[src/rtl/home_pkg.sv]
`default_nettype none
// ============================================================================
// Module      : home_pkg
// Description : Shared alarm definitions for the home controller slice:
//               alarm bit positions, priority codes, annunciator states and
//               the priority encoder used to derive the active alarm code.
// Revision    : 1.0 - initial release
// ============================================================================
package home_pkg;

  // Bit positions inside the 3-bit alarms / latched vectors
  localparam int c_bit_fire      = 2;
  localparam int c_bit_intrusion = 1;
  localparam int c_bit_rain      = 0;

  // Alarm codes, ordered so that a larger value means a more serious alarm
  typedef enum logic [1:0] {
    NONE      = 2'd0,
    RAIN      = 2'd1,
    INTRUSION = 2'd2,
    FIRE      = 2'd3
  } alarm_code_t;

  typedef enum logic [1:0] {
    IDLE     = 2'd0,
    ALERT    = 2'd1,
    DIAL     = 2'd2,
    WAIT_CLR = 2'd3
  } annun_state_t;

  // Priority encoder: fire > intrusion > rain
  function automatic alarm_code_t code_of(input logic [2:0] a);
    if (a[c_bit_fire])           return FIRE;
    else if (a[c_bit_intrusion]) return INTRUSION;
    else if (a[c_bit_rain])      return RAIN;
    else                         return NONE;
  endfunction

endpackage
`default_nettype wire

[src/rtl/siren_cadence.sv]
`default_nettype none
// ============================================================================
// Module      : siren_cadence
// Description : Siren on/off cadence generator. A phase counter runs over
//               SIREN_ON+SIREN_OFF steps; the registered output is high for
//               phases 0..SIREN_ON-1. restart forces phase 0, enable lets the
//               counter advance and allows the output to go high.
//               SIREN_ON+SIREN_OFF must be at least 2.
// Revision    : 1.0 - initial release
// ============================================================================
module siren_cadence #(
  parameter int SIREN_ON  = 4,
  parameter int SIREN_OFF = 4
) (
  input  logic clk,
  input  logic reset,
  input  logic restart,
  input  logic enable,
  output logic out
);

  localparam int PERIOD = SIREN_ON + SIREN_OFF;
  localparam int PW     = $clog2(PERIOD);

  localparam logic [PW-1:0] c_phase_last = PW'(PERIOD - 1);
  localparam logic [PW-1:0] c_on_last    = PW'(SIREN_ON - 1);

  logic [PW-1:0] r_phase;
  logic [PW-1:0] w_phase_next;
  logic          r_out;

  // Next phase with wrap at the end of the period
  always_comb begin
    w_phase_next = r_phase + 1'b1;
    if (r_phase == c_phase_last) begin
      w_phase_next = '0;
    end
  end

  // Phase counter and registered siren level for the phase being entered
  always_ff @(posedge clk or posedge reset) begin
    if (reset) begin
      r_phase <= '0;
      r_out   <= 1'b0;
    end else if (restart) begin
      r_phase <= '0;
      r_out   <= enable;
    end else if (enable) begin
      r_phase <= w_phase_next;
      r_out   <= (w_phase_next <= c_on_last);
    end else begin
      r_out   <= 1'b0;
    end
  end

  assign out = r_out;

endmodule
`default_nettype wire

[src/rtl/alarm_annunciator.sv]
`default_nettype none
// ============================================================================
// Module      : alarm_annunciator
// Description : Latches and prioritises home alarms, drives siren/strobe,
//               accepts a user acknowledge and escalates unacknowledged
//               serious alarms to a dial-out unit with bounded retries.
// Revision    : 1.0 - initial release
// ============================================================================
module alarm_annunciator
  import home_pkg::*;
#(
  parameter int ACK_TIMEOUT = 16,
  parameter int SIREN_ON    = 4,
  parameter int SIREN_OFF   = 4,
  parameter int RETRY_MAX   = 3
) (
  input  logic       clk,
  input  logic       reset,
  input  logic [2:0] alarms,
  input  logic [7:0] occupants_in,
  input  logic       ack,
  input  logic       dial_ack,
  output logic [2:0] latched,
  output logic [1:0] active_code,
  output logic       siren,
  output logic       strobe,
  output logic       dial_req,
  output logic [1:0] dial_code,
  output logic       dial_fail
);

  localparam int TW = $clog2(ACK_TIMEOUT + 1);
  localparam int RW = $clog2(RETRY_MAX + 1);

  // Each ALERT period and each dial attempt lasts ACK_TIMEOUT cycles,
  // the timer counting 0 .. ACK_TIMEOUT-1 within it.
  localparam logic [TW-1:0] c_timer_last = TW'(ACK_TIMEOUT - 1);
  localparam logic [TW-1:0] c_timer_sat  = TW'(ACK_TIMEOUT);
  localparam logic [RW-1:0] c_retry_max  = RW'(RETRY_MAX);

  annun_state_t r_state;
  logic [2:0]   r_latched;
  logic [TW-1:0] r_timer;
  logic [RW-1:0] r_retry;
  logic         r_strobe;
  logic         r_dial_req;
  logic [1:0]   r_dial_code;
  logic         r_dial_fail;

  logic [2:0]   w_clr_mask;
  logic [2:0]   w_latched_next;
  alarm_code_t  w_code;
  alarm_code_t  w_code_next;
  logic         w_timer_expired;
  logic [TW-1:0] w_timer_inc;
  logic [RW-1:0] w_retry_inc;
  logic         w_escalate;
  logic         w_to_idle;
  logic         w_cad_restart;
  logic         w_cad_enable;
  logic         w_siren;

  // Sticky latch: ack may only clear bits whose raw input is low
  assign w_clr_mask     = ack ? ~alarms : 3'b000;
  assign w_latched_next = (r_latched & ~w_clr_mask) | alarms;

  assign w_code      = code_of(r_latched);
  assign w_code_next = code_of(w_latched_next);

  assign w_timer_expired = (r_timer == c_timer_last);
  assign w_timer_inc     = (r_timer == c_timer_sat) ? r_timer : r_timer + 1'b1;
  assign w_retry_inc     = r_retry + 1'b1;

  // Fire always escalates; intrusion only when nobody is home
  assign w_escalate = (w_code == FIRE) ||
                      ((w_code == INTRUSION) && (occupants_in == 8'd0));

  // True when the FSM will be (or stay) in IDLE after this edge
  assign w_to_idle = ((r_state == IDLE)     && (r_latched == 3'b000)) ||
                     ((r_state == ALERT)    && (w_latched_next == 3'b000)) ||
                     ((r_state == WAIT_CLR) && (r_latched == 3'b000));

  // Cadence restarts on every alarm entry; siren sounds for intrusion or fire
  assign w_cad_restart = (r_state == IDLE) && (r_latched != 3'b000);
  assign w_cad_enable  = !w_to_idle && (w_code_next >= INTRUSION);

  siren_cadence #(
    .SIREN_ON (SIREN_ON),
    .SIREN_OFF(SIREN_OFF)
  ) u_cadence (
    .clk    (clk),
    .reset  (reset),
    .restart(w_cad_restart),
    .enable (w_cad_enable),
    .out    (w_siren)
  );

  // Alarm latch, escalation FSM, timers and registered outputs
  always_ff @(posedge clk or posedge reset) begin
    if (reset) begin
      r_state     <= IDLE;
      r_latched   <= 3'b000;
      r_timer     <= '0;
      r_retry     <= '0;
      r_strobe    <= 1'b0;
      r_dial_req  <= 1'b0;
      r_dial_code <= 2'd0;
      r_dial_fail <= 1'b0;
    end else begin
      r_latched <= w_latched_next;
      r_strobe  <= !w_to_idle;
      case (r_state)
        IDLE: begin
          r_timer     <= '0;
          r_retry     <= '0;
          r_dial_req  <= 1'b0;
          r_dial_code <= 2'd0;
          if (r_latched != 3'b000) begin
            r_state <= ALERT;
          end
        end

        ALERT: begin
          // ack outranks a coincident timeout
          if (w_latched_next == 3'b000) begin
            r_state <= IDLE;
            r_timer <= '0;
          end else if (ack) begin
            r_timer <= '0;
          end else if (w_timer_expired) begin
            r_timer <= '0;
            if (w_escalate) begin
              r_state     <= DIAL;
              r_dial_req  <= 1'b1;
              r_dial_code <= w_code;
              r_retry     <= '0;
            end
          end else begin
            r_timer <= w_timer_inc;
          end
        end

        DIAL: begin
          if (r_dial_req) begin
            // dial_ack coincident with a timeout still counts as success
            if (dial_ack) begin
              r_dial_req <= 1'b0;
              r_timer    <= '0;
              r_state    <= WAIT_CLR;
            end else if (w_timer_expired) begin
              r_dial_req <= 1'b0;
              r_timer    <= '0;
              r_retry    <= w_retry_inc;
              if (w_retry_inc == c_retry_max) begin
                r_dial_fail <= 1'b1;
                r_state     <= WAIT_CLR;
              end
            end else begin
              r_timer <= w_timer_inc;
            end
          end else begin
            // single-cycle gap between attempts, then request again
            r_dial_req <= 1'b1;
            r_timer    <= '0;
          end
        end

        WAIT_CLR: begin
          if (w_code > r_dial_code) begin
            r_state     <= DIAL;
            r_dial_req  <= 1'b1;
            r_dial_code <= w_code;
            r_retry     <= '0;
            r_timer     <= '0;
          end else if (r_latched == 3'b000) begin
            r_state     <= IDLE;
            r_dial_fail <= 1'b0;
            r_dial_code <= 2'd0;
          end
        end

        default: r_state <= IDLE;
      endcase
    end
  end

  assign latched     = r_latched;
  assign active_code = w_code;
  assign siren       = w_siren;
  assign strobe      = r_strobe;
  assign dial_req    = r_dial_req;
  assign dial_code   = r_dial_code;
  assign dial_fail   = r_dial_fail;

endmodule
`default_nettype wire

[config.mk]
export PLATFORM = sky130hd
export DESIGN_NAME = alarm_annunciator
export DESIGN_NICKNAME = d
export VERILOG_FILES = /design/src/rtl/home_pkg.sv /design/src/rtl/siren_cadence.sv /design/src/rtl/alarm_annunciator.sv
export SDC_FILE = /design/constraint.sdc
export NUM_CORES = 1
export LEC_CHECK = 0
export CORE_UTILIZATION = 45
export DETAILED_ROUTE_END_ITERATION = 10
export GPL_ROUTABILITY_DRIVEN = 1
export PLACE_DENSITY = 0.7
export SLEW_MARGIN = 10
export SYNTH_ARGS = -nofsm -noshare
export SYNTH_HDL_FRONTEND = slang
export SYNTH_SLANG_ARGS = --single-unit
[constraint.sdc]
create_clock -name clk -period 4.5 [get_ports clk]
set_input_delay 1.125 -clock clk [delete_from_list [all_inputs] [get_ports clk]]
set_output_delay 1.125 -clock clk [all_outputs]
set_load 0.01 [all_outputs]
-- Word-level counts from Yosys, hierarchy flattened
Index checks and enable logic that the tools add are counted.
- register bits after elaboration: 21
- bits in latches: 0
- RAM bits: 0
- ROM bits: 0
- input port bits: 15
- output and inout bits: 11
- memories: 0
- $add $sub $neg: 3
- multipliers: 0
- divide/modulo/power cells: 0
- $lt $le $gt $ge: 3
- eq/ne operators: 27
- shift-type cells: 0
- mux-type cells: 63
- bitwise operators: 4
- reduce and logical (&&, ||, !) cells: 23
- operators by type and width (cell ; number):
    $mux 2 ; 28
    $mux 5 ; 7
    $ne 2x2->1 const B ; 10
    $pmux 5 s4 ; 1
    $mux 1 ; 18
    $pmux 2 s4 ; 2
    $reduce_and 8->1 ; 2
    $mux 3 ; 4
    $ne 3x2->1 const B ; 4
    $eq 2x2->1 const B ; 5
    $logic_not 8->1 ; 1
    $reduce_and 7->1 ; 1
    $logic_and 1x1->1 ; 6
    $logic_not 3->1 ; 2
    $ne 3x3->1 const B ; 2
    $not 3->3 ; 2
    $pmux 2 s3 ; 1
    $reduce_and 6->1 ; 1
    $reduce_bool 3->1 ; 2
    $add 5x1->5 const B ; 1
    $eq 5x4->1 const B ; 1
    $eq 5x5->1 const B ; 1
    $reduce_and 5->1 ; 1
    $ne 2x1->1 const B ; 2
    15 further kinds ; 18

-- Logic depth before layout (Yosys ltp)
Gate-level depths: netlist (run 1).
- word-level depth: 13
- mapped depth: 8

-- Cells and area by module
From an unflattened synthesis (run 1), not the netlist that was laid out.
- cell total of the unflattened synthesis: 149
- area, all modules: 1393.8 um^2
- by module, submodules not included (module ; instances ; cells each ; area an instance (um^2) ; seq. area each (um^2)):
    alarm_annunciator ; 1 ; 132 ; 1197.4 ; 425.4
    siren_cadence ; 1 ; 17 ; 196.4 ; 100.1

-- Worst setup path before layout (run 1)
OpenSTA, ideal clock, no wires.
- path kind: input port to flip-flop
- start: input port occupants_in[5]
- end: register r_dial_req (netlist: dial_req)
- setup time: 128 ps
- arrival: 2251 ps
- data required time: 4372 ps
- setup slack: 2121 ps
- stages on the path: 5
- path buffers: 0
- cell sequence: nor4_1 -> a41oi_1 -> o21ai_1 -> and2_1 -> mux2_1
- cells in the longest elaborated chain, start to end: 5
- RTL lines (element ; line ; source):
    start, declared ; alarm_annunciator.sv:20 ; input logic [7:0] occupants_in,
    $logic_not 8->1 ; alarm_annunciator.sv:76 ; ((w_code == INTRUSION) && (occupants_in == 8'd0));
    $logic_and 1x1->1 ; alarm_annunciator.sv:76 ;
    $logic_or 1x1->1 ; alarm_annunciator.sv:75 ; assign w_escalate = (w_code == FIRE) ||
    $ne 2x2->1 (no source line) ; -- ;
    $reduce_and 5->1 (no source line) ; -- ;
    end signal, assigned ; alarm_annunciator.sv:106 ; r_dial_req <= 1'b0;
    end signal, assigned ; alarm_annunciator.sv:116 ; r_dial_req <= 1'b0;
    end signal, assigned ; alarm_annunciator.sv:134 ; r_dial_req <= 1'b1;
    end, declared ; alarm_annunciator.sv:46 ; logic r_dial_req;
Every way passes these cells.
A chain may end at the register's enable or synchronous reset.

-- Final worst setup path (run 1)
- start: register r_latched[1] (netlist: latched[1])
- end: output port active_code[0]
- cells in the longest elaborated chain, start to end: 2
- RTL lines (element ; line ; source):
    start, declared ; alarm_annunciator.sv:42 ; logic [2:0] r_latched;
    start signal, assigned ; alarm_annunciator.sv:110 ; r_latched <= w_latched_next;
    $mux 2 ; home_pkg.sv:34 ; else if (a[c_bit_intrusion]) return INTRUSION;
    $mux 2 ; home_pkg.sv:33 ; if (a[c_bit_fire]) return FIRE;
    end, declared ; alarm_annunciator.sv:24 ; output logic [1:0] active_code,
Every way passes these cells.

==> flow_summary.toml, run 1 <==
[floorplan]
initial_utilization = 0.490
fp-row-count = 19
dieArea_um2 = 3300
die_w_um = 57.5
pin_count = 26
core_area_um2 = 2830
fp.dieH_um = 57.5

[cells_and_area]
insertedDiodeCount = 0
nNetsFinal = 209
multiInputGateArea_um2 = 792
seq_area_um2 = 526
final.fill_count = 262
area_growth_pct = 22.6
fin_util = 0.600
drive_gt1_frac = 0.0615

[drt]
routed_via_density = 5.82
dr.pass1.iters = 7
wl_per_cell_um = 14.7
totalWireLength_um = 3080
drtAntennaViolNets = 0
post-route-drc-count = 2
vias = 1223
first_iter_violations = 40

[global_routing]
grt_pass1_vias = 1250
groute.usage.overall = 0.208
antenna_found_initial = 0
grt_max_degree = 22
globalRoute.totalOverflow = 0
grt_pass1_wl_um = 5350

[sta]
min_period_over_period = 0.620
setup_viol = 0
finClkSkew_ps = 10.6
maxSlewViolCount = 0
hold_slack_ps = 546
slew_headroom = 0.443
setup_tns_ps = 0
fmax_mhz = 358
final_hold_viol_count = 0
rsz0062_at_grt = "false"
fin_crit_ps = 2790
worst_pin_slew_ps = 835

[worst_setup_path]
crit_start = "latched[1]"
r2r_start = "latched[2]"
worstPathArrival_ps = 1670
cp_max_fo = 7
startpoint_type = "flip-flop"
cp.required_ps = 3380
crit_type = "reg -> out"
end_kind = "primary output"

[synth]
synthTopCellsByCount = "dfrtp_1, inv_1, ha_1, nand2_1, nor2_1"
async_flop_share = 1.00
synth.distinct_cells = 38
synth_area_leaders = "dfrtp_1, ha_1, inv_1, nand2_1, nor2_1"
synth.top_cell.area_share = 0.379
synth-edff-count = 0
syn_area_per_cell_um2 = 9.17
yosysSeqAreaShare = 0.379
synthCells = 151
netlist.top_cell.by_area = "dfrtp_1"
yosysMostFrequentCell = "dfrtp_1"
netlist_area_um2 = 1390
syn_nets = 180
synth-seq-cells = 21
yosys_most_used_dff = "dfrtp_1"
ys_warn_count = 0

[pwr]
power.leakage_nw = 0.755
pwr_density_cell_nw_per_um2 = 458
finalPower_uw = 777
irDropWorstVdd_uv = 229

[clocking]
cts.sinks = 21
cts_tree = "done"
clkLatencyLatePin_ps = 310
cts_buffers = 3
post-cts-setup-buffers = 0
cts_resized = 0
ctsHoldBuffers = 0
clk_pin_slew_ps = 130
h-tree-depth = 1
clockBufferDepth = 2
root_buffer = "clkbuf_4"

[hold_path]
min_from = "u_cadence.r_phase[1]"
hp-class = "reg -> reg"

[placed_design]
io_buffers = 25
dp_hpwl_um = 2440
gp_congestion = 0.851

[run_status]
violations = "design-rule violations"
status = "finished, violations left"

[job]
timing.max_cap.violations = 0
[critical path, cell delays in order (launching register included)]
cell             delay [ps]
dfrtp_1                 510
inv_1                    70
a21oi_1                 210
inv_1                    90
clkdlybuf4s50_1         480
[logic make-up after synthesis]
family                     Yosys count  share of synthesized area
buffers and inverters               18                     0.0488
adders and majority gates           14                      0.126
DFF                                 21                      0.379
muxes                                3                     0.0235
and+or+nand+nor                     54                      0.202
AOI/OAI and AO/OA                   41                      0.220
[layer usage]
metal	vias to the layer above	share of wire	global-route usage
met5	-	0	0
met4	0	0.017	0.0941
met3	7	0.030	0.0227
met2	25	0.53	0.372
met1	593	0.43	0.249
li1	598	-	-
[final timing paths]
path / endpoint / slack [ps] / cells after the start
max: active_code[0] / 1710 / 4
min: u_cadence.r_phase[1] / 550 / 2
max reg2reg: r_state[1] / 2170 / 8
min reg2reg: u_cadence.r_phase[1] / 550 / 2
max in group asynchronous: r_timer[3] / 2720 / 2
min in group asynchronous: u_cadence.out / 1260 / 2
[registers in the layout, summed over array words and instances (netlist names)]
signal             flops
latched                3
strobe                 1
r_retry                2
dial_fail              1
u_cadence.out          1
r_timer                5
u_cadence.r_phase      3
r_state                2
dial_code              2
dial_req               1
[cell type report]
type	count	share of cell area
multi-input cells	112	0.466
flip-flops and latches	21	0.310
repair buffers	25	0.147
inverters	17	0.0376
well taps	31	0.0228
clock buffers	3	0.0133
clock inverters	1	0.00295
[power breakdown]
group          switching [mW]  total, mW  internal (mW)
registers              0.0411      0.275          0.234
logic                   0.221      0.407          0.187
clock network          0.0608     0.0940         0.0332
[layout by cell type, fill, tap and decap left out, types with 4 or more instances in the layout]
cell type | netlist | layout
ha_1 | 14 | 14
nand2_1 | 14 | 14
inv_1 | 17 | 17
o21ai_1 | 7 | 7
clkdlybuf4s50_1 | 0 | 25
dfrtp_1 | 21 | 21
nand3_1 | 6 | 6
o21ai_0 | 4 | 4
nand2b_1 | 4 | 4
a21oi_1 | 6 | 6
nor2_1 | 13 | 13
[metrics by stage]
stage	setup slack, ps	std cells	cell area, um^2
2_1_floorplan	2120	151	1390
6_report	1710	210	1700
3_3_place_gp	1600	206	1670
3_5_place_dp	1560	206	1670
4_1_cts	1690	210	1700
5_1_grt	1610	210	1700
No activity file was read; power rests on OpenSTA's default activity.
==> run 2, diff against run 1 <==
==> constraint.sdc (replaced) <==
create_clock -name clk -period 2.7 [get_ports clk]
set_input_delay 0.675 -clock clk [delete_from_list [all_inputs] [get_ports clk]]
set_output_delay 0.675 -clock clk [all_outputs]
set_load 0.01 [all_outputs]
==> run 2 against run 1 <==
Compared with the run above: the flow still finishes with violations (design-rule violations); utilization increased by 0.27 points; routed wire length increased by 4.6%; global-route usage increased by 0.17 points; non-clock buffer count increased by 1; clock power increased by 72%; count of clock-buffer cells in the layout unchanged; sequential cell count unchanged; cell area increased by 0.44%; clock skew decreased by 1.3 ps; cell count increased by 0.48%; worst setup slack got worse by 1400 ps; register-to-register slack got worse by 1800 ps; critical path type unchanged; largest cell class unchanged; largest power group unchanged; highest routed layer unchanged.
==> flow_summary.toml, run 2 (synthesis results as in run 1) <==
[drt]
wl_per_cell_um = 15.3
totalWireLength_um = 3230
drtAntennaViolNets = 0
dr.pass1.iters = 9
first_iter_violations = 33
post-route-drc-count = 2
routed_via_density = 5.84
vias = 1232

[clocking]
cts_buffers = 3
root_buffer = "clkbuf_4"
clockBufferDepth = 2
clkLatencyLatePin_ps = 320
ctsHoldBuffers = 0
clk_pin_slew_ps = 130
h-tree-depth = 1
cts_tree = "done"
post-cts-setup-buffers = 0
cts_resized = 0
cts.sinks = 21

[cells_and_area]
regMostFlops = "r_timer"
multiInputGateArea_um2 = 792
fin_util = 0.603
largest_reg_flops = 5
nNetsFinal = 210
mostFrequentLayoutCell = "clkdlybuf4s50_1"
seq_area_um2 = 526
drive_gt1_frac = 0.0667
final.fill_count = 273
insertedDiodeCount = 0
final_cell_mix = "clkdlybuf4s50_1, dfrtp_1, inv_1"
area_growth_pct = 23.1

[worst_setup_path]
cp_max_fo = 7
crit_type = "reg -> out"
path_delay_family = "buffers and inverters"
cp.required_ps = 2030
worstPathArrival_ps = 1680
max_stage_delay_ps = 520
end_kind = "primary output"
crit_slowest_cell = "dfrtp_1"
startpoint_type = "flip-flop"
worstPathCellList = "inv_1, a21oi_1, inv_1, clkdlybuf4s50_1"
cp_num_buf_inv = 3
path_common_cell = "inv_1"

[pwr]
pwr_density_cell_nw_per_um2 = 767
power.leakage_nw = 0.760
irDropWorstVdd_uv = 415

[floorplan]
dieArea_um2 = 3300
core_area_um2 = 2830
die_w_um = 57.5
initial_utilization = 0.490
fp.dieH_um = 57.5
fp-row-count = 19
pin_count = 26

[sta]
min_period_over_period = 0.873
setup_viol = 0
setup_tns_ps = 0
maxSlewViolCount = 0
worst_pin_slew_ps = 424
slew_headroom = 0.716
rsz0062_at_grt = "false"
final_hold_viol_count = 0
fin_crit_ps = 2360
finClkSkew_ps = 9.34
fmax_mhz = 424

[global_routing]
grt_pass1_vias = 1246
grt_pass1_wl_um = 5300
antenna_found_initial = 0
globalRoute.totalOverflow = 0
groute.usage.overall = 0.210
grt_max_degree = 22

[placed_design]
dp_hpwl_um = 2510
gp_congestion = 0.849
io_buffers = 25

[run_status]
violations = "design-rule violations"
status = "finished, violations left"

[job]
timing.max_cap.violations = 0

[hold_path]
hp-class = "reg -> reg"
## run 2: changes by cell type in the layout (fill, tap and decap cells not counted), sizes merged
| cell | change |
|---|---|
| buf | +1 |
## run 2: power by group
group	total (mW)	switching [mW]	internal, mW
Sequential	0.460	0.0691	0.391
Clock	0.162	0.106	0.0555
Combinational	0.687	0.374	0.312
## run 2: routing by layer
layer / wire, um / global-route usage / up-vias
met3: 118 / 0.0272 / 9
met4: 69 / 0.111 / 0
met5: 0 / 0 / -
met1: 1300 / 0.242 / 609
li1: - / - / 593
met2: 1740 / 0.374 / 21
## run 2: worst paths after layout
path | start | end | slack [ps] | cells after the start
worst max-delay path | latched[1] | active_code[0] | 340 | 4
worst min-delay path | u_cadence.r_phase[1] | u_cadence.r_phase[1] | 540 | 2
worst max register to register | latched[2] | r_state[1] | 380 | 8
worst min register to register | u_cadence.r_phase[1] | u_cadence.r_phase[1] | 540 | 2
max in group asynchronous | reset | r_timer[0] | 1800 | 3
min in group asynchronous | reset | u_cadence.r_phase[2] | 670 | 3
## run 2: stage by stage
stage | hold WS (ps) | setup slack, ps | total power, mW | instances | area [um^2]
6_report | 537 | 342 | 1.31 | 211 | 1710
5_1_grt | 566 | 214 | 1.41 | 211 | 1710
4_1_cts | 542 | 345 | 1.31 | 211 | 1710
3_5_place_dp | 513 | 198 | 1.15 | 207 | 1680
3_3_place_gp | 503 | 245 | 1.12 | 207 | 1680
2_1_floorplan | 470 | 578 | 0.931 | 151 | 1390
## run 2: worst min-delay path: stages, from the launching register on
cell and delay [ps]:
dfrtp_1 390, nand2_1 50, o21ai_1 60
## run 2: layout make-up
type / instances / area share
multi-input combinational: 112 / 0.464
sequential: 21 / 0.308
timing repair buffer: 26 / 0.151
inverter: 17 / 0.0374
tap: 31 / 0.0227
clock buffer: 3 / 0.0132
clock inverter: 1 / 0.00293
